### src/rtl/display_mode_ctrl.sv
// Five-view display mode controller: button edges and an optional auto timer pick the
// FND source select, with a one-cycle change pulse and a blanking window on every switch.
module display_mode_ctrl #(
   parameter int AUTO_TICKS   = 100_000_000,
   parameter int BLANK_CYCLES = 1000
) (
   input  logic       clk,
   input  logic       reset,
   input  logic       btn_mode,
   input  logic       btn_sub,
   input  logic       auto_en,
   output logic [2:0] sel,
   output logic [2:0] app_led,
   output logic       sub_led,
   output logic       mode_chg,
   output logic       blank
);

   localparam int AW = (AUTO_TICKS > 2) ? $clog2(AUTO_TICKS) : 1;
   localparam int BW = (BLANK_CYCLES > 1) ? $clog2(BLANK_CYCLES + 1) : 1;
   localparam logic [AW-1:0] AUTO_LAST  = AW'(AUTO_TICKS - 1);
   localparam logic [BW-1:0] BLANK_LOAD = BW'(BLANK_CYCLES);

   // State codes double as the mux select, so sel is simply the state register.
   typedef enum logic [2:0] {
      SW_SEC  = 3'b000,
      SW_HOUR = 3'b001,
      DIST    = 3'b010,
      TEMP    = 3'b100,
      HUMI    = 3'b101
   } state_t;

   state_t          state, state_nxt;
   logic            mode_prev, sub_prev;
   logic            mode_rise, sub_rise;
   logic            auto_active, auto_expire, view_chg;
   logic [AW-1:0]   auto_cnt;
   logic [BW-1:0]   blank_cnt;
   logic [2:0]      app_nxt;
   logic            sub_nxt;

   always_comb begin
      mode_rise   = btn_mode & ~mode_prev;
      sub_rise    = btn_sub & ~sub_prev;
      auto_active = auto_en && (state != DIST);
      auto_expire = auto_active && (auto_cnt == AUTO_LAST);
      state_nxt   = state;

      // Mode press wins; a coincident sub press or timer expiry is dropped, and a
      // sub press landing on expiry still yields only one toggle.
      if (mode_rise) begin
         case (state)
            SW_SEC, SW_HOUR: state_nxt = DIST;
            DIST:            state_nxt = TEMP;
            default:         state_nxt = SW_SEC;
         endcase
      end else if (sub_rise || auto_expire) begin
         case (state)
            SW_SEC:  state_nxt = SW_HOUR;
            SW_HOUR: state_nxt = SW_SEC;
            TEMP:    state_nxt = HUMI;
            HUMI:    state_nxt = TEMP;
            default: state_nxt = state;
         endcase
      end

      view_chg = (state_nxt != state);

      case (state_nxt)
         SW_SEC, SW_HOUR: app_nxt = 3'b001;
         DIST:            app_nxt = 3'b010;
         default:         app_nxt = 3'b100;
      endcase
      sub_nxt = (state_nxt == SW_HOUR) || (state_nxt == HUMI);
   end

   always_ff @(posedge clk) begin
      if (reset) begin
         state     <= SW_SEC;
         // Prev regs start high so a button held through reset is not seen as a press.
         mode_prev <= 1'b1;
         sub_prev  <= 1'b1;
         auto_cnt  <= '0;
         blank_cnt <= '0;
         app_led   <= 3'b001;
         sub_led   <= 1'b0;
         mode_chg  <= 1'b0;
      end else begin
         state     <= state_nxt;
         mode_prev <= btn_mode;
         sub_prev  <= btn_sub;
         app_led   <= app_nxt;
         sub_led   <= sub_nxt;
         mode_chg  <= view_chg;

         if (view_chg)
            blank_cnt <= BLANK_LOAD;
         else if (blank_cnt != '0)
            blank_cnt <= blank_cnt - BW'(1);

         // Expiry always changes the view, so it also lands in the clear branch.
         if (view_chg || !auto_active)
            auto_cnt <= '0;
         else
            auto_cnt <= auto_cnt + AW'(1);
      end
   end

   assign sel   = state;
   assign blank = (blank_cnt != '0);

endmodule

### config.mk
export PLATFORM = sky130hd
export DESIGN_NAME = display_mode_ctrl
export DESIGN_NICKNAME = d
export VERILOG_FILES = /design/src/rtl/display_mode_ctrl.sv
export SDC_FILE = /design/constraint.sdc
export NUM_CORES = 1
export LEC_CHECK = 0
export ABC_CLOCK_PERIOD_IN_PS = 2000
export BUFFER_PORTS_ARGS = -buffer_cell sky130_fd_sc_hd__buf_2
export CORE_MARGIN = 10
export CORE_UTILIZATION = 47
export CTS_CLUSTER_SIZE = 25
export DETAILED_ROUTE_END_ITERATION = 7
export PLACE_DENSITY_LB_ADDON = 0.25
export SLEW_MARGIN = 20
export SYNTH_ARGS = -nofsm -noshare
export SYNTH_HDL_FRONTEND = slang
export SYNTH_SLANG_ARGS = --single-unit
### constraint.sdc
create_clock -name clk -period 2 [get_ports clk]
set_clock_uncertainty 0.15 [all_clocks]
set_input_delay 0.1 -clock clk [delete_from_list [all_inputs] [get_ports clk]]
set_output_delay 0.1 -clock clk [all_outputs]
set_load 0.01 [all_outputs]
# After elaboration in Yosys (flattened, before gate mapping)
# Cells that the tools add are included.
# word_totals
regBits	47
input_bits	5
word_cells	46
# classes
muxes	7
add_sub_neg	2
eq_ne	10
n_bitwise	4
reduce_logical	14
# ops
operator	n
$add 27x1->27 const B	1
$eq 27x27->1 const B	1
$mux 10	2
$pmux 3 s2	2
$pmux 3 s4	1
$reduce_bool 10->1	1
$sub 10x1->10 const B	1
$eq 3x3->1 const B	3
$reduce_or 2->1	4
$eq 3x1->1 const B	2
$eq 3x2->1 const B	2
$logic_not 3->1	2
$mux 3	2
$logic_or 1x1->1	3
$ne 3x2->1 const B	1
$ne 3x3->1	1
$and 1x1->1	2
$logic_and 1x1->1	2
$not 1->1	2
$reduce_bool 2->1	1
$logic_not 1->1	1

# Longest topological paths before layout
# Gate-level depths: netlist (run 1).
# logic_depth
depth_word	9
depth_mapped	9
mapped_depth_nobuf	8

# Worst setup path before layout (run 1)
# Ideal clock, no wire load.
# synth_timing
kind	flip-flop to flip-flop
startpoint	register state[0] (netlist: sel[0])
endpoint	register app_led[2]
arrival_ps	1938
path_stages_with_launch	9
period_less_slack_ps	2229
slack_ps	-229
cell_sequence	dfxtp_1 inv_1 ha_1 inv_1 o21ai_0 nor4_4 nor2_2 o311ai_0 o22ai_1
# synth_via
elab_chain_cells	9
word_cells_on_any_way	19
cone_classes	7 x eq/ne; 5 x mux; 7 x reduce/logical
# synth_lines
item	line	rtl
start, declared	33	state_t state, state_nxt;
start signal, assigned	89	state <= state_nxt;
branches (longest 5 deep; another with $pmux 3 s4)	--	
$mux 3 *	51	if (mode_rise) begin
$eq 3x1->1 / $logic_not 3->1 (equally long branches)	69	case (state_nxt)
$reduce_or 2->1	69	
$pmux 3 s2 *	69	
end signal, assigned	92	app_led <= app_nxt;
end, declared	13	output logic [2:0] app_led,
# Mark *: on every way between the ends.
# A chain may end at the register's enable or synchronous reset.

# Final worst setup path (run 1)
# layout_timing
startpoint	register auto_cnt[0]
endpoint	register app_led[2]
# layout_via
elab_chain_cells	8
word_cells_on_any_way	10
cone_classes	3 x eq/ne; 3 x mux; 4 x reduce/logical
# layout_lines
item	line	rtl
start, declared	37	logic [AW-1:0] auto_cnt;
start signal, assigned	105	auto_cnt <= auto_cnt + AW'(1);
$eq 27x27->1 *	46	auto_expire = auto_active && (auto_cnt == AUTO_LAST);
$logic_and 1x1->1 *	46	
$logic_or 1x1->1 *	57	end else if (sub_rise || auto_expire) begin
$mux 3 *	57	
$mux 3 *	51	
$eq 3x1->1 / $logic_not 3->1 (equally long branches)	69	
$reduce_or 2->1	69	
$pmux 3 s2 *	69	
# Every way passes the cells marked *; elsewhere a longest branch is shown, timed or not.

==> results of run 1 <==
[sequential cells by signal, indices dropped and copies added, names as in the netlist]
register   count
sub_prev       1
sub_led        1
mode_chg       1
auto_cnt      27
sel            3
mode_prev      1
app_led        3
blank_cnt     10
[kinds of logic after synthesis]
group | after synthesis
adders and majority gates | 5
buffers and inverters | 11
muxes | 2
xor gates and xnor gates | 31
AOI/OAI and AO/OA | 23
DFF | 47
and+or+nand+nor | 119
[layer usage]
layer	GRT usage (%)	wire (microns)	vias to the layer above
met3	3.84	267	6
met5	0	0	-
met1	13.5	2030	846
met4	4.93	70	0
li1	-	-	927
met2	20.2	2170	28
[cell type report]
class,count,area [sq um]
sequential,47,950
tap,52,65.1
timing repair buffer,55,443
fill,367,1560
inverter,7,26.3
clock buffer,8,100
multi-input combinational,180,1240
[what timing repair did]
action / CTS / global route
setup endpoints to repair: 30 / 41
hold buffers: 3 / 0
hold endpoints to repair: 8 / 0
resized for setup: 5 / 21
setup buffers: 0 / 4
cloned: 0 / 3
pin swaps: 0 / 9
[placed cells by master (no fill, tap or decap), types with 2 or more instances in the layout]
cell type | netlist | routed
and4_1 | 6 | 5
buf_6 | 2 | 2
nand4_1 | 5 | 5
or4_1 | 2 | 2
nor2_2 | 1 | 2
buf_4 | 0 | 34
xor2_1 | 19 | 19
ha_1 | 5 | 2
nor2b_1 | 6 | 5
nand2b_1 | 2 | 2
clkbuf_16 | 0 | 2
and3_1 | 4 | 4
clkbuf_8 | 0 | 7
a21oi_1 | 12 | 11
nor3_1 | 7 | 7
nand2_1 | 16 | 16
nor2_1 | 47 | 45
or2_2 | 2 | 2
inv_2 | 0 | 3
inv_1 | 7 | 4
xnor2_1 | 12 | 12
dfxtp_1 | 47 | 42
buf_2 | 0 | 13
dlygate4sd3_1 | 0 | 3
ha_4 | 0 | 2
o21ai_0 | 3 | 2
dfxtp_2 | 0 | 4
nand3_1 | 10 | 10
[stage by stage]
step	setup slack [ps]	hold WS (ps)	total power, mW
floorplan	13.4	33.7	1.62
global placement	34.2	158	1.79
detailed placement	-26.8	158	1.80
CTS	1.89	131	2.43
global route	-84.6	176	2.70
finish	26.4	155	2.53
[power by group]
| group | switching [mW] | total [mW] | leakage [nW] | internal [mW] |
|---|---|---|---|---|
| logic | 0.381 | 0.796 | 0.708 | 0.415 |
| clock network | 0.307 | 0.623 | 0.0515 | 0.316 |
| registers | 0.0770 | 1.11 | 0.385 | 1.04 |
[worst reg2reg max path: cells and delay by family, from the launching register on]
| kind | cells | cell delay (ps) |
|---|---|---|
| compound gates | 2 | 470 |
| flops | 1 | 340 |
| fa+ha+maj | 1 | 170 |
| simple gates | 4 | 720 |
[synth_stat cells, drive strengths merged, types with 2 or more instances]
cell	count
nor2	48
nand2	17
or4	3
o31ai	2
dfxtp	47
clkbuf	2
and4	6
inv	7
nor3	8
a21oi	12
nand4	5
nor4	2
nor2b	6
mux2i	2
nand2b	2
nand3	10
ha	5
xnor2	12
and3	4
xor2	19
or2	2
o21ai	3
buf	2
[worst max path at each step]
stage	startpoint	to	slack, ps	depth (start not counted)
4_1_cts	auto_cnt[0]	app_led[1]	2	7
3_5_place_dp	auto_cnt[0]	app_led[1]	-30	7
3_3_place_gp	sel[1]	auto_cnt[22]	30	9
2_1_floorplan	auto_cnt[0]	app_led[1]	10	7
5_1_grt	sel[0]	app_led[2]	-80	8
6_report	auto_cnt[0]	app_led[2]	30	7
==> results_dict.tcl, run 1 <==
set metrics [dict create \
    dp_cells 331 \
    drc 0 \
    fin_crit_ps 1970 \
    die_y_microns 87.5 \
    root_buffer "clkbuf_8" \
    core_sq_um 4380 \
    synth_cells 238 \
    critPathArrivalTime_ps 2000 \
    yosysTopAreaCell "dfxtp_1" \
    final_cells 349 \
    dr.pass1.iters 4 \
    wl_per_cell_microns 13.0 \
    synth-edff-count 0 \
    first_iter_violations 34 \
    dominantRegCellSynth "dfxtp_1" \
    synthAdderAreaFrac_pct 2.93 \
    clkTransAtPathRegs_ps 80 \
    port_buffers 13 \
    worstMarginPinSlew_ps 408 \
    cap_violations 0 \
    synth.top_cell.area_share_pct 44.0 \
    setup_tns_ps 0 \
    fin_nets 306 \
    yosys.area_share.simple_pct 29.7 \
    worstHoldStart "auto_en" \
    hold_path_depth 4 \
    htree_num_levels 2 \
    reg2reg_from "auto_cnt[0]" \
    grt_use_total_pct 12.0 \
    insertion_delay_ps 300 \
    muxShareOfSynthArea_pct 0.936 \
    cts.path.max_buffers 2 \
    clock-sinks 47 \
    grt-ovfl-total 0 \
    start_util_pct 48.8 \
    whs_endpoint "auto_cnt[1]" \
    place_hpwl_mm 3.01 \
    drive_gt1_share_pct 31.0 \
    reg2reg_slack_ps 30 \
    ir_worst_vdd_mv 0.410 \
    die_area_sq_um 7650 \
    async_flop_share_pct 0 \
    cts-buffers-inserted 5 \
    outcome "complete, no violations" \
    final_hold_viol_count 0 \
    synth_fp_nets 248 \
    grt_setup_unrepaired "true" \
    crit_chain "ha_2, nand4_1, nand4bb_4, nor4_4, nor2_2, o311ai_2, o22ai_1" \
    gp_congestion 0.860 \
    power_leakage_nw 1.14 \
    grt_pass1_vias 1788 \
    slew_violations 0 \
    crit_fanout 3 \
    core.rowCount 24 \
    start_kind "register" \
    yosysSeqAreaShare_pct 44.0 \
    wl_mm 4.53 \
    synth_cell_types 42 \
    syn-cell-area_sq_um 2140 \
    yosysWarnings 0 \
    critPathSlowestCell "dfxtp_2" \
    vias 1807 \
    max_slew_margin_pct 72.7 \
    grt_pass1_wl_mm 7.46 \
    antenna_found_initial 0 \
    fin_area_sq_um 2820 \
    setup_viol 0 \
    cpPeakStageDelay_ps 340 \
    finalCritPeriodShare_pct 98.7 \
    critPathTopFamily "simple AND/OR/NAND/NOR gates" \
    grt_max_degree 27 \
    ys_ff_latch 47 \
    power_density_nw_per_um2 897 \
    area_delta_synth_final_pct 31.9 \
    synthTopCellsByArea "dfxtp_1, nor2_1, xor2_1, xnor2_1, ha_1" \
    setup.worst_path.class "register to register" \
    synth_top_family_by_area "simple AND/OR/NAND/NOR gates" \
    end_kind "register" \
    ios 14 \
    placed_area_sq_um 2490 \
    cp.required_ps 2030 \
    synth-compound-area-share_pct 7.08 \
    avgSynthCellArea_sq_um 8.98 \
    diodes 0 \
    hp-class "primary input to register" \
    final_util_pct 64.4 \
    cts_tree "yes" \
    path_buf_inv 0 \
    r2r_cells 7 \
    rr_endpoint "app_led[2]" \
    synthXorXnorAreaFrac_pct 12.7 \
    postRouteAntennaNets 0 \
    max_freq_mhz 507 \
    fp.dieW_microns 87.5 \
    viasPerCell 5.18 \
]
No activity file was read; power rests on OpenSTA's default activity.
==> run 2: changes to the inputs <==
--- a/config.mk
+++ b/config.mk
@@ -7,2 +7,3 @@
 export LEC_CHECK = 0
+export ABC_AREA = 1
 export ABC_CLOCK_PERIOD_IN_PS = 2000
==> constraint.sdc (replaced) <==
create_clock -name clk -period 2 [get_ports clk]
set_clock_uncertainty 0.15 [all_clocks]
set_input_delay 0.2 -clock clk [delete_from_list [all_inputs] [get_ports clk]]
set_output_delay 0.2 -clock clk [all_outputs]
set_load 0.01 [all_outputs]
==> run 2 against run 1 <==
  * Global-route usage grew 0.31 points
  * Clock power shrank 7.4%
  * Synthesized cell count rose by 31%
  * First-iteration DRC count up 100%
  * Largest cell class unchanged
  * Core utilization down 0.35 points
  * Total power shrank 11%
  * Via count grew 13%
  * Non-clock buffer count down 4
==> results_dict.tcl, run 2 <==
set metrics [dict create \
    root_buffer "clkbuf_8" \
    postRouteAntennaNets 0 \
    reg_top3 "auto_cnt (27), blank_cnt (10)" \
    top_register "auto_cnt" \
    area_delta_synth_final_pct 30.2 \
    layout_common_cells "inv_1, nand2_1, dfxtp_1" \
    diodes 0 \
    cp.required_ps 2050 \
    yosys-top-cells-count "inv_1, nand2_1, dfxtp_1, nor2_1, nor2_2" \
    yosysSeqAreaShare_pct 39.7 \
    finalCritPeriodShare_pct 100 \
    setup_tns_ps 0 \
    setup.worst_path.class "register to register" \
    clkTransAtPathRegs_ps 80 \
    dominantRegCellSynth "dfxtp_1" \
    cap_violations 0 \
    ios 14 \
    cts.path.max_buffers 2 \
    yosysWarnings 0 \
    grt_use_total_pct 12.3 \
    power_density_nw_per_um2 733 \
    critPathArrivalTime_ps 2050 \
    synth_cells 312 \
    synth.top_cell.area_share_pct 39.7 \
    port_buffers 13 \
    final_cells 434 \
    crit_fanout 5 \
    wl_mm 5.17 \
    cts_tree "yes" \
    end_kind "register" \
    synth.most_common_cell "inv_1" \
    core_sq_um 4820 \
    htree_num_levels 2 \
    start_kind "register" \
    grt_max_degree 16 \
    drive_gt1_share_pct 33.0 \
    final_util_pct 64.0 \
    grt_pass1_vias 1968 \
    clock-sinks 47 \
    power_leakage_nw 1.26 \
    final_hold_viol_count 0 \
    path_common_cell "nand2_1" \
    synth_cell_types 27 \
    synth_fp_nets 322 \
    wl_per_cell_microns 11.9 \
    ys_ff_latch 47 \
    grt-ovfl-total 0 \
    path_buf_inv 2 \
    whs_ps 84.1 \
    viasPerCell 4.72 \
    ir_worst_vdd_mv 0.485 \
    largest_register_ffs 27 \
    die_area_sq_um 8280 \
    fin_crit_ps 2000 \
    gp_congestion 0.809 \
    place_hpwl_mm 3.70 \
    crit_chain "ha_4, nand2_4, nor2_4, nand2_2, nor2_1, nand2_1, nand2_2, nand2_1, nand2_1, nand3_1, nand2_1, inv_2, nand4_4, clkbuf_16, nor2_2" \
    start_util_pct 49.1 \
    critPathSlowestCell "dfxtp_2" \
    final_common_cell "inv_1" \
    syn-cell-area_sq_um 2370 \
    fillerInstances 444 \
    dr.pass1.iters 4 \
    reg2reg_from "auto_cnt[1]" \
    core.rowCount 25 \
    die_y_microns 91.0 \
    first_iter_violations 69 \
    antenna_found_initial 0 \
    worstMarginPinSlew_ps 327 \
    dp_cells 415 \
    async_flop_share_pct 0 \
    synth-edff-count 0 \
    fp.dieW_microns 91.0 \
    max_slew_margin_pct 78.0 \
    drc 0 \
    grt_setup_unrepaired "true" \
    synthTopCellsByArea "dfxtp_1, inv_1, nand2_1, xor2_1, nor2_1" \
    grt_pass1_wl_mm 8.65 \
    hp-class "primary input to register" \
    cts-buffers-inserted 5 \
    slew_violations 0 \
    avgSynthCellArea_sq_um 7.59 \
    insertion_delay_ps 300 \
    outcome "complete, no violations" \
    critPathLaunch "auto_cnt[1]" \
    vias 2047 \
    setup_viol 0 \
    critPathTopFamily "simple AND/OR/NAND/NOR gates" \
    yosysTopAreaCell "dfxtp_1" \
    max_freq_mhz 500 \
    p_total_mw 2.26 \
    cpPeakStageDelay_ps 360 \
    worstHoldStart "reset" \
    fin_nets 377 \
]
-- run 2: final cells by class --
cell class,instances,area (sq um),area share (%)
Multi-Input combinational cell,210,1350,43.9
Timing Repair Buffer,51,414,13.4
Clock buffer,6,82.6,2.68
Clock inverter,1,5.00,0.162
Sequential cell,47,948,30.8
Tap cell,67,83.8,2.72
Inverter,52,195,6.33
-- run 2: logic make-up after synthesis --
| group | share of synthesized area (%) |
|---|---|
| flip-flops | 39.7 |
| adder cells (fa/ha/maj) | 2.64 |
| buffers and inverters | 9.35 |
| AO/OA/AOI/OAI | 3.33 |
| AND/OR/NAND/NOR | 33.8 |
| XOR/XNOR | 11.1 |
-- run 2: what timing repair did --
item                                    in CTS  in global routing
hold endpoints to repair                     2                  0
buffers inserted                             6                  4
resized for setup                           16                 27
endpoints found under the setup margin      37                 40
pin swaps                                   11                 18
gates cloned                                 1                  0
hold buffers                                 2                  0
-- run 2: path summary, 6_finish.rpt --
kind                   to  slack [ps]  cells past startpoint
min          blank_cnt[5]          80                      2
max          auto_cnt[11]         0.7                     15
max reg2reg  auto_cnt[11]         0.7                     15
min reg2reg  auto_cnt[26]         410                      3
-- run 2: metal layers --
layer | track usage [%] | vias to the layer above | part of all wire [%]
li1 | - | 1078 | -
met1 | 14.7 | 933 | 46
met2 | 21.2 | 29 | 50
met3 | 2.72 | 7 | 2.9
met4 | 3.92 | 0 | 1.4
met5 | 0 | - | 0
-- run 2: power by group --
group / switching (mW) / total [mW] / internal, mW
registers: 0.0891 / 1.11 / 1.02
clock network: 0.306 / 0.577 / 0.271
logic: 0.305 / 0.575 / 0.270
total: 0.700 / 2.26 / 1.56
-- run 2: through the flow --
| step | setup WS [ps] | cell area (sq um) |
|---|---|---|
| 6_report | 0.678 | 3080 |
| 5_1_grt | -100 | 3080 |
| 4_1_cts | -51.4 | 2960 |
| 3_5_place_dp | -57.5 | 2720 |
| 3_3_place_gp | 9.88 | 2720 |
| 2_1_floorplan | 3.27 | 2380 |
